==> config.mk <==
export PLATFORM = sky130hd
export DESIGN_NAME = uart_rx_os16
export DESIGN_NICKNAME = d
export VERILOG_FILES = /design/src/rtl/uart_pkg.sv /design/src/rtl/uart_rx_fifo.sv /design/src/rtl/uart_rx_os16.sv
export SDC_FILE = /design/constraint.sdc
export NUM_CORES = 1
export LEC_CHECK = 0
export CAP_MARGIN = 20
export CELL_PAD_IN_SITES_DETAIL_PLACEMENT = 0
export CELL_PAD_IN_SITES_GLOBAL_PLACEMENT = 1
export CORE_ASPECT_RATIO = 1.5
export CORE_MARGIN = 10
export CORE_UTILIZATION = 40
export CTS_CLUSTER_SIZE = 16
export DETAILED_ROUTE_END_ITERATION = 8
export PLACE_DENSITY_LB_ADDON = 0.1
export SLEW_MARGIN = 20
export SYNTH_ARGS = -nofsm -noshare
export SYNTH_HDL_FRONTEND = slang
export SYNTH_SLANG_ARGS = --single-unit
==> constraint.sdc <==
create_clock -name clk -period 1.7 [get_ports clk]
set_input_delay 0.34 -clock clk [delete_from_list [all_inputs] [get_ports clk]]
set_output_delay 0.34 -clock clk [all_outputs]
set_load 0.05 [all_outputs]
==> src/rtl/uart_pkg.sv <==
// rtl/uart_pkg.sv - shared types, tick constants and helpers for the 16x oversampled UART receiver
// Contents: receiver FSM state encoding, tick positions within a 16-tick bit cell, maj3 voter.
package uart_pkg;

  typedef enum logic [2:0] {
    IDLE  = 3'd0,
    START = 3'd1,
    DATA  = 3'd2,
    STOP  = 3'd3,
    BREAK = 3'd4
  } rx_state_t;

  // Tick positions inside one 16-tick bit cell.
  localparam logic [3:0] START_SAMPLE   = 4'd7;
  localparam logic [3:0] DATA_SAMPLE_LO = 4'd7;
  localparam logic [3:0] DATA_SAMPLE_HI = DATA_SAMPLE_LO + 4'd2;
  localparam logic [3:0] BIT_END        = 4'd15;
  localparam logic [3:0] STOP_SAMPLE    = 4'd8;

  // The start vote needs the sample one tick past the centre to complete its window.
  localparam logic [3:0] START_DECIDE   = START_SAMPLE + 4'd1;

  function automatic logic maj3(input logic a, input logic b, input logic c);
    return (a & b) | (a & c) | (b & c);
  endfunction

endpackage

==> src/rtl/uart_rx_fifo.sv <==
// rtl/uart_rx_fifo.sv - synchronous receive FIFO holding {err, data} entries
// Ports:
//   clk, rst           clock, asynchronous active-high reset
//   push, push_data    write request and entry; ignored when full unless popping in the same clk
//   pop                read request; ignored when empty
//   pop_data           current head entry
//   full, empty        occupancy flags
module uart_rx_fifo #(
  parameter int WIDTH = 9,
  parameter int DEPTH = 4
) (
  input  logic             clk,
  input  logic             rst,
  input  logic             push,
  input  logic [WIDTH-1:0] push_data,
  input  logic             pop,
  output logic [WIDTH-1:0] pop_data,
  output logic             full,
  output logic             empty
);

  localparam int AW = (DEPTH > 1) ? $clog2(DEPTH) : 1;

  logic [WIDTH-1:0] mem_q [DEPTH];
  logic [WIDTH-1:0] mem_d [DEPTH];
  logic [AW:0]      wr_ptr_q, wr_ptr_d;
  logic [AW:0]      rd_ptr_q, rd_ptr_d;
  logic             do_push, do_pop;

  // Pointers carry one extra wrap bit so full and empty are distinguishable.
  assign empty    = (wr_ptr_q == rd_ptr_q);
  assign full     = (wr_ptr_q[AW] != rd_ptr_q[AW]) && (wr_ptr_q[AW-1:0] == rd_ptr_q[AW-1:0]);
  assign pop_data = mem_q[rd_ptr_q[AW-1:0]];

  assign do_pop  = pop & ~empty;
  assign do_push = push & (~full | do_pop);

  always_comb begin
    mem_d    = mem_q;
    wr_ptr_d = wr_ptr_q;
    rd_ptr_d = rd_ptr_q;
    if (do_push) begin
      mem_d[wr_ptr_q[AW-1:0]] = push_data;
      wr_ptr_d = wr_ptr_q + 1'b1;
    end
    if (do_pop) begin
      rd_ptr_d = rd_ptr_q + 1'b1;
    end
  end

  always_ff @(posedge clk or posedge rst) begin
    if (rst) begin
      wr_ptr_q <= '0;
      rd_ptr_q <= '0;
      for (int i = 0; i < DEPTH; i++) begin
        mem_q[i] <= '0;
      end
    end else begin
      wr_ptr_q <= wr_ptr_d;
      rd_ptr_q <= rd_ptr_d;
      mem_q    <= mem_d;
    end
  end

endmodule

==> src/rtl/uart_rx_os16.sv <==
// rtl/uart_rx_os16.sv - 16x oversampled UART receiver with rx_rdy/rx_read handshake
// Optional build macro: UART_RX_FIFO_EN (FIFO_DEPTH-entry receive FIFO instead of a holding register).
// Ports:
//   clk, rst    clock, asynchronous active-high reset
//   mclkx16     one-clk enable at 16x baud; the receiver FSM only advances on it
//   rx          asynchronous serial line, idle high
//   rx_read     one-clk pulse: consumer has taken rx_data
//   rx_rdy      character available
//   rx_data     received character (unused upper bits 0)
//   rx_err      framing error on the character in rx_data
//   rx_ovr      sticky overrun since the last rx_read
module uart_rx_os16
  import uart_pkg::*;
#(
  parameter int DATA_BITS   = 8,
  parameter int SYNC_STAGES = 2,
  parameter int FIFO_DEPTH  = 4
) (
  input  logic       clk,
  input  logic       rst,
  input  logic       mclkx16,
  input  logic       rx,
  input  logic       rx_read,
  output logic       rx_rdy,
  output logic [7:0] rx_data,
  output logic       rx_err,
  output logic       rx_ovr
);

  localparam logic [2:0] LAST_BIT = 3'(DATA_BITS - 1);
  localparam int         SHIFT    = 8 - DATA_BITS;

  logic [SYNC_STAGES-1:0] sync_q, sync_d;
  logic                   rx_s;

  rx_state_t  state_q, state_d;
  logic [3:0] tick_q, tick_d;
  logic [2:0] bitcnt_q, bitcnt_d;
  logic [7:0] shreg_q, shreg_d;
  logic [1:0] samp_q, samp_d;
  logic       bit_q, bit_d;
  logic       deliver_q, deliver_d;
  logic [7:0] dlv_data_q, dlv_data_d;
  logic       dlv_err_q, dlv_err_d;
  logic       vote;

  assign sync_d = {sync_q[SYNC_STAGES-2:0], rx};
  assign rx_s   = sync_q[SYNC_STAGES-1];

  // Three-sample window ending at the current tick: two previous ticks plus now.
  assign vote = maj3(samp_q[1], samp_q[0], rx_s);

  always_comb begin
    state_d    = state_q;
    tick_d     = tick_q;
    bitcnt_d   = bitcnt_q;
    shreg_d    = shreg_q;
    samp_d     = samp_q;
    bit_d      = bit_q;
    deliver_d  = 1'b0;
    dlv_data_d = dlv_data_q;
    dlv_err_d  = dlv_err_q;
    if (mclkx16) begin
      samp_d = {samp_q[0], rx_s};
      tick_d = tick_q + 4'd1;
      case (state_q)
        IDLE: begin
          tick_d = 4'd0;
          if (!rx_s) state_d = START;
        end
        START: begin
          // After a valid vote, stay in START to the end of the start cell so
          // DATA tick 0 lines up with the first data cell boundary.
          if (tick_q == START_DECIDE && vote) begin
            state_d = IDLE;
            tick_d  = 4'd0;
          end else if (tick_q == BIT_END) begin
            state_d  = DATA;
            bitcnt_d = 3'd0;
          end
        end
        DATA: begin
          if (tick_q == DATA_SAMPLE_HI) bit_d = vote;
          if (tick_q == BIT_END) begin
            shreg_d = {bit_q, shreg_q[7:1]};
            if (bitcnt_q == LAST_BIT) state_d = STOP;
            else bitcnt_d = bitcnt_q + 3'd1;
          end
        end
        STOP: begin
          if (tick_q == STOP_SAMPLE) begin
            deliver_d  = 1'b1;
            dlv_data_d = shreg_q >> SHIFT;
            dlv_err_d  = ~vote;
            state_d    = vote ? IDLE : BREAK;
            tick_d     = 4'd0;
          end
        end
        BREAK: begin
          tick_d = 4'd0;
          if (rx_s) state_d = IDLE;
        end
        default: begin
          state_d = IDLE;
          tick_d  = 4'd0;
        end
      endcase
    end
  end

  always_ff @(posedge clk or posedge rst) begin
    if (rst) begin
      sync_q     <= '1;
      state_q    <= IDLE;
      tick_q     <= 4'd0;
      bitcnt_q   <= 3'd0;
      shreg_q    <= 8'h00;
      samp_q     <= 2'b11;
      bit_q      <= 1'b1;
      deliver_q  <= 1'b0;
      dlv_data_q <= 8'h00;
      dlv_err_q  <= 1'b0;
    end else begin
      sync_q     <= sync_d;
      state_q    <= state_d;
      tick_q     <= tick_d;
      bitcnt_q   <= bitcnt_d;
      shreg_q    <= shreg_d;
      samp_q     <= samp_d;
      bit_q      <= bit_d;
      deliver_q  <= deliver_d;
      dlv_data_q <= dlv_data_d;
      dlv_err_q  <= dlv_err_d;
    end
  end

`ifdef UART_RX_FIFO_EN

  logic       pop, fifo_full, fifo_empty;
  logic [8:0] fifo_head;
  logic       pop_q, pop_d;
  logic       rx_ovr_q, rx_ovr_d;

  // rx_rdy is forced low one clk after each pop so every queued character
  // presents a fresh rising edge to the edge-detecting consumer.
  assign rx_rdy  = ~fifo_empty & ~pop_q;
  assign pop     = rx_read & rx_rdy;
  assign rx_data = fifo_head[7:0];
  assign rx_err  = fifo_head[8];
  assign rx_ovr  = rx_ovr_q;

  uart_rx_fifo #(
    .WIDTH (9),
    .DEPTH (FIFO_DEPTH)
  ) u_fifo (
    .clk       (clk),
    .rst       (rst),
    .push      (deliver_q),
    .push_data ({dlv_err_q, dlv_data_q}),
    .pop       (pop),
    .pop_data  (fifo_head),
    .full      (fifo_full),
    .empty     (fifo_empty)
  );

  always_comb begin
    pop_d    = pop;
    rx_ovr_d = rx_ovr_q;
    if (deliver_q && fifo_full && !pop) rx_ovr_d = 1'b1;
    else if (pop)                       rx_ovr_d = 1'b0;
  end

  always_ff @(posedge clk or posedge rst) begin
    if (rst) begin
      pop_q    <= 1'b0;
      rx_ovr_q <= 1'b0;
    end else begin
      pop_q    <= pop_d;
      rx_ovr_q <= rx_ovr_d;
    end
  end

`else

  logic       rx_rdy_q, rx_rdy_d;
  logic [7:0] rx_data_q, rx_data_d;
  logic       rx_err_q, rx_err_d;
  logic       rx_ovr_q, rx_ovr_d;
  logic       read_eff;

  assign read_eff = rx_read & rx_rdy_q;
  assign rx_rdy   = rx_rdy_q;
  assign rx_data  = rx_data_q;
  assign rx_err   = rx_err_q;
  assign rx_ovr   = rx_ovr_q;

  always_comb begin
    rx_rdy_d  = rx_rdy_q;
    rx_data_d = rx_data_q;
    rx_err_d  = rx_err_q;
    rx_ovr_d  = rx_ovr_q;
    if (deliver_q) begin
      // A delivery always wins over a read: new data loads and rx_rdy holds.
      rx_data_d = dlv_data_q;
      rx_err_d  = dlv_err_q;
      rx_rdy_d  = 1'b1;
      if (rx_rdy_q && !rx_read) rx_ovr_d = 1'b1;
      else if (read_eff)        rx_ovr_d = 1'b0;
    end else if (read_eff) begin
      rx_rdy_d = 1'b0;
      rx_ovr_d = 1'b0;
    end
  end

  always_ff @(posedge clk or posedge rst) begin
    if (rst) begin
      rx_rdy_q  <= 1'b0;
      rx_data_q <= 8'h00;
      rx_err_q  <= 1'b0;
      rx_ovr_q  <= 1'b0;
    end else begin
      rx_rdy_q  <= rx_rdy_d;
      rx_data_q <= rx_data_d;
      rx_err_q  <= rx_err_d;
      rx_ovr_q  <= rx_ovr_d;
    end
  end

`endif

endmodule

==> flow_summary_export.csv <==
group,metric,value,unit
run_status,status,"completed",
layout,multiInputGateArea,805,um2
min_path,worstHoldPathType,"reg2reg",
global_route,grt.total_usage,8.97,%
setup_path,ff2ff_path_depth,6,
die,floorplan.die.height,106,um
logic_synthesis,syn-cell-area,0.00196,mm2
logic_synthesis,netlist.top_cell.by_area,"sky130_fd_sc_hd__dfrtp_1",
clock_network,clock_slew_at_the_register_clock_pins_of_the_worst_setup_and_hold_paths,0.08,ns
layout,layout.filler_cells,439,
place,dpl_cell_area,0.00224,mm2
power,netSwitchingFraction,24.0,%
min_path,hold_depth,0,
global_route,grt_pass1_vias,1263,
logic_synthesis,ys_top_cells_by_count,"sky130_fd_sc_hd__dfrtp_1 (39), sky130_fd_sc_hd__mux2_2 (22), sky130_fd_sc_hd__inv_1 (8), sky130_fd_sc_hd__mux2_4 (6), sky130_fd_sc_hd__nand2_1 (6)",
layout,finalInstanceArea,0.00239,mm2
place,routabilityCongestion,0.734,
setup_path,critPathCaptureType,"flop",
logic_synthesis,area_fraction_of_the_dominant_cell_type_after_synthesis,49.8,%
logic_synthesis,synthFlopType,"sky130_fd_sc_hd__dfrtp_1",
power,seq_power_share,49.9,%
clock_network,numClockSinks,44,
logic_synthesis,synth-seq-cells,44,
layout,antennaDiodeCount,0,
layout,layout-drive-gt1-share,43.8,%
global_route,grt_first_pass_wirelength,5880,um
sta,period_minus_slack,1.64,ns
power,power.density,953,mW/mm2
clock_network,tritoncts.num_buffers,5,
power,ir_worst_vdd,630,uV
layout,area_growth_syn_to_layout,21.8,%
logic_synthesis,yosys.cell_types.count,41,
clock_network,clk_latency,0.29,ns
logic_synthesis,synth_warnings,0,
place,numPortBuffers,15,
clock_network,clock_tree_from_tritoncts,"built",
die,dieArea,0.00816,mm2
routing,detail_routed_net_length_per_standard_cell,14.7,um
setup_path,timing_worst_setup_path_type,"reg2reg",
sta,achievable-frequency,608,MHz
sta,final-max-slew-violation-count,0,
power,total_switching_power,0.546,mW
routing,detailedRoute.firstPassIterationCount,4,
logic_synthesis,synth.net_count,154,
min_path,hp-start,"sync_q[0]$_DFF_PP1_",
global_route,grt_antenna_before_repair,0,
layout,layoutNonFillerInstCount,242,
logic_synthesis,yosys.cell_count.top_type,"sky130_fd_sc_hd__dfrtp_1",
job,number_of_max_capacitance_violations_reported,0,
sta,finClkSkew,0.00857,ns
clock_network,clockBufferDepth,2,
routing,number_of_remaining_drc_errors,0,
logic_synthesis,asyncSetResetFlopFracSynth,100,%
sta,timing.max_slew.rel_slack,70.7,%
clock_network,ctsHtreeMaxLevel,2,
setup_path,critical_path.reg2reg.startpoint,"tick_q[1]$_DFFE_PP0P_",
die,initial_core_util,41.1,%
setup_path,arrival_time_worst_endpoint,1.82,ns
die,horizontal_die_dimension,77.1,um
power,power.share.clock,36.7,%
power,combPwrFrac,13.4,%
logic_synthesis,number_of_instances_in_the_synthesized_netlist,144,
setup_path,cp.required,1.88,ns
sta,post-route-period-util,96.7,%
die,ioPinCount,16,
place,sum_of_net_half_perimeters_after_detailed_placement,2590,um
die,core.rowCount,31,
sta,final_hold_viol_count,0,
clock_network,postCtsHoldBufs,0,
global_route,globalRouteOverflowTotal,0,
setup_path,cp-start-kind,"flop",
routing,vias_per_cell,4.98,
routing,vias,1204,
setup_path,reg2reg_setup_slack,0.06,ns
logic_synthesis,synth.area.top_cells,"sky130_fd_sc_hd__dfrtp_1 (50%), sky130_fd_sc_hd__mux2_2 (13%), sky130_fd_sc_hd__dfstp_2 (6.7%), sky130_fd_sc_hd__mux2_4 (4.6%), sky130_fd_sc_hd__ha_1 (3.2%)",
routing,wirelength_routed,3570,um
sta,final.setup.tns,0,ns
sta,postLayoutSetupSlackWorst,0.0553,ns
logic_synthesis,synth_edf_count,0,
clock_network,clockRootBuffer,"sky130_fd_sc_hd__clkbuf_8",
sta,worst_hold_slack,0.357,ns
global_route,grt_start_max_net_pins,45,
sta,setup_repair_after_global_routing_missed_its_margin,"no",
logic_synthesis,avgSynthCellArea,13.6,um2
die,core-area,0.00477,mm2
place,place_inst,233,
sta,final-setup-viol-count,0,
layout,final_nets,185,
routing,drt-initial-drc-count,73,
sta,tightest_slew,0.439,ns
power,power.leakage,1.18,nW
logic_synthesis,ys_seq_area_share,56.5,%
setup_path,cp-startpoint,"tick_q[1]$_DFFE_PP0P_",
place,dp_slack,-0.120,ns
setup_path,critPathMaxFanout,5,
layout,final-seq-area,0.00111,mm2
power,cell_internal_pwr,1.73,mW
routing,drtAntennaViolNets,0,
[logic make-up after synthesis]
kind of cell / synth area share [%]
adders and majority gates: 3.77
and+or+nand+nor: 9.39
DFF: 56.5
buffers and inverters: 3.58
xor gates and xnor gates: 0.447
muxes: 19.3
AOI/OAI and AO/OA: 6.96
[placed cells by master, fill, tap and decap left out, drive strengths merged, types with 2 or more instances in the layout]
master         count
mux2i              3
ha                 5
nor2b              2
dfstp              5
clkinv             2
nor2               5
buf               25
nand3              5
and4               2
mux2              29
a21oi              4
nand3b             2
clkdlybuf4s50      4
a31oi              2
dfrtp             39
clkbuf             6
nand4              2
nor3b              2
nand2              6
o21ai              3
inv                7
[stage by stage]
step           util, %  power [mW]
6_report          50.0        2.27
5_1_grt           50.0        2.41
4_1_cts           49.5        2.30
3_5_place_dp      47.0        1.46
3_3_place_gp      47.0        1.45
2_1_floorplan        -        1.33
[final cells by class]
| type | instances | share of cell area, % |
|---|---|---|
| Inverter | 8 | 1.26 |
| Tap cell | 66 | 3.46 |
| Multi-Input combinational cell | 87 | 33.7 |
| Clock inverter | 2 | 1.63 |
| Clock buffer | 6 | 3.46 |
| Sequential cell | 44 | 46.4 |
| Timing Repair Buffer | 29 | 10.1 |
[final timing paths]
kind,endpoint
worst min register to register,sync_q[1]$_DFF_PP1_
max in group asynchronous,sync_q[0]$_DFF_PP1_
worst max register to register,bitcnt_q[0]$_DFFE_PP0P_
min in group asynchronous,dlv_data_q[1]$_DFFE_PP0P_
worst max-delay path,bitcnt_q[0]$_DFFE_PP0P_
worst min-delay path,sync_q[1]$_DFF_PP1_
[power by group through the flow]
stage / Clock [mW] / Sequential [mW] / Combinational (mW)
2_1_floorplan: 0 / 1.14 / 0.185
3_3_place_gp: 0 / 1.15 / 0.302
3_5_place_dp: 0 / 1.15 / 0.308
4_1_cts: 0.859 / 1.13 / 0.309
5_1_grt: 0.922 / 1.14 / 0.343
6_report: 0.835 / 1.14 / 0.304
[routing by layer]
metal	GRT usage (%)	routed length (um)	vias up
met3	2.89	97	8
met2	16.7	2000	14
li1	-	-	577
met4	4.97	80	0
met1	8.36	1390	605
met5	0	0	-
[flip-flops by register name (all words and copies together) (netlist names), 2 cells and up, named ones only]
signal and count:
rx_data 8, samp_q 2, state_q 3, tick_q 4, bitcnt_q 3, shreg_q 8
dlv_data_q 8, sync_q 2
[critical path: stages (launching register included)]
cell	delay (ns)
sky130_fd_sc_hd__dfrtp_1	0.38
sky130_fd_sc_hd__inv_1	0.08
sky130_fd_sc_hd__ha_1	0.16
sky130_fd_sc_hd__and3b_2	0.26
sky130_fd_sc_hd__a21oi_2	0.08
sky130_fd_sc_hd__o211ai_2	0.22
sky130_fd_sc_hd__mux2_1	0.35
[repair_timing]
item / in CTS / in global routing
buffers inserted: 0 / 0
setup endpoints to repair: 0 / 8
gates resized for setup: 0 / 4
Power figures use the tool's default switching activity.
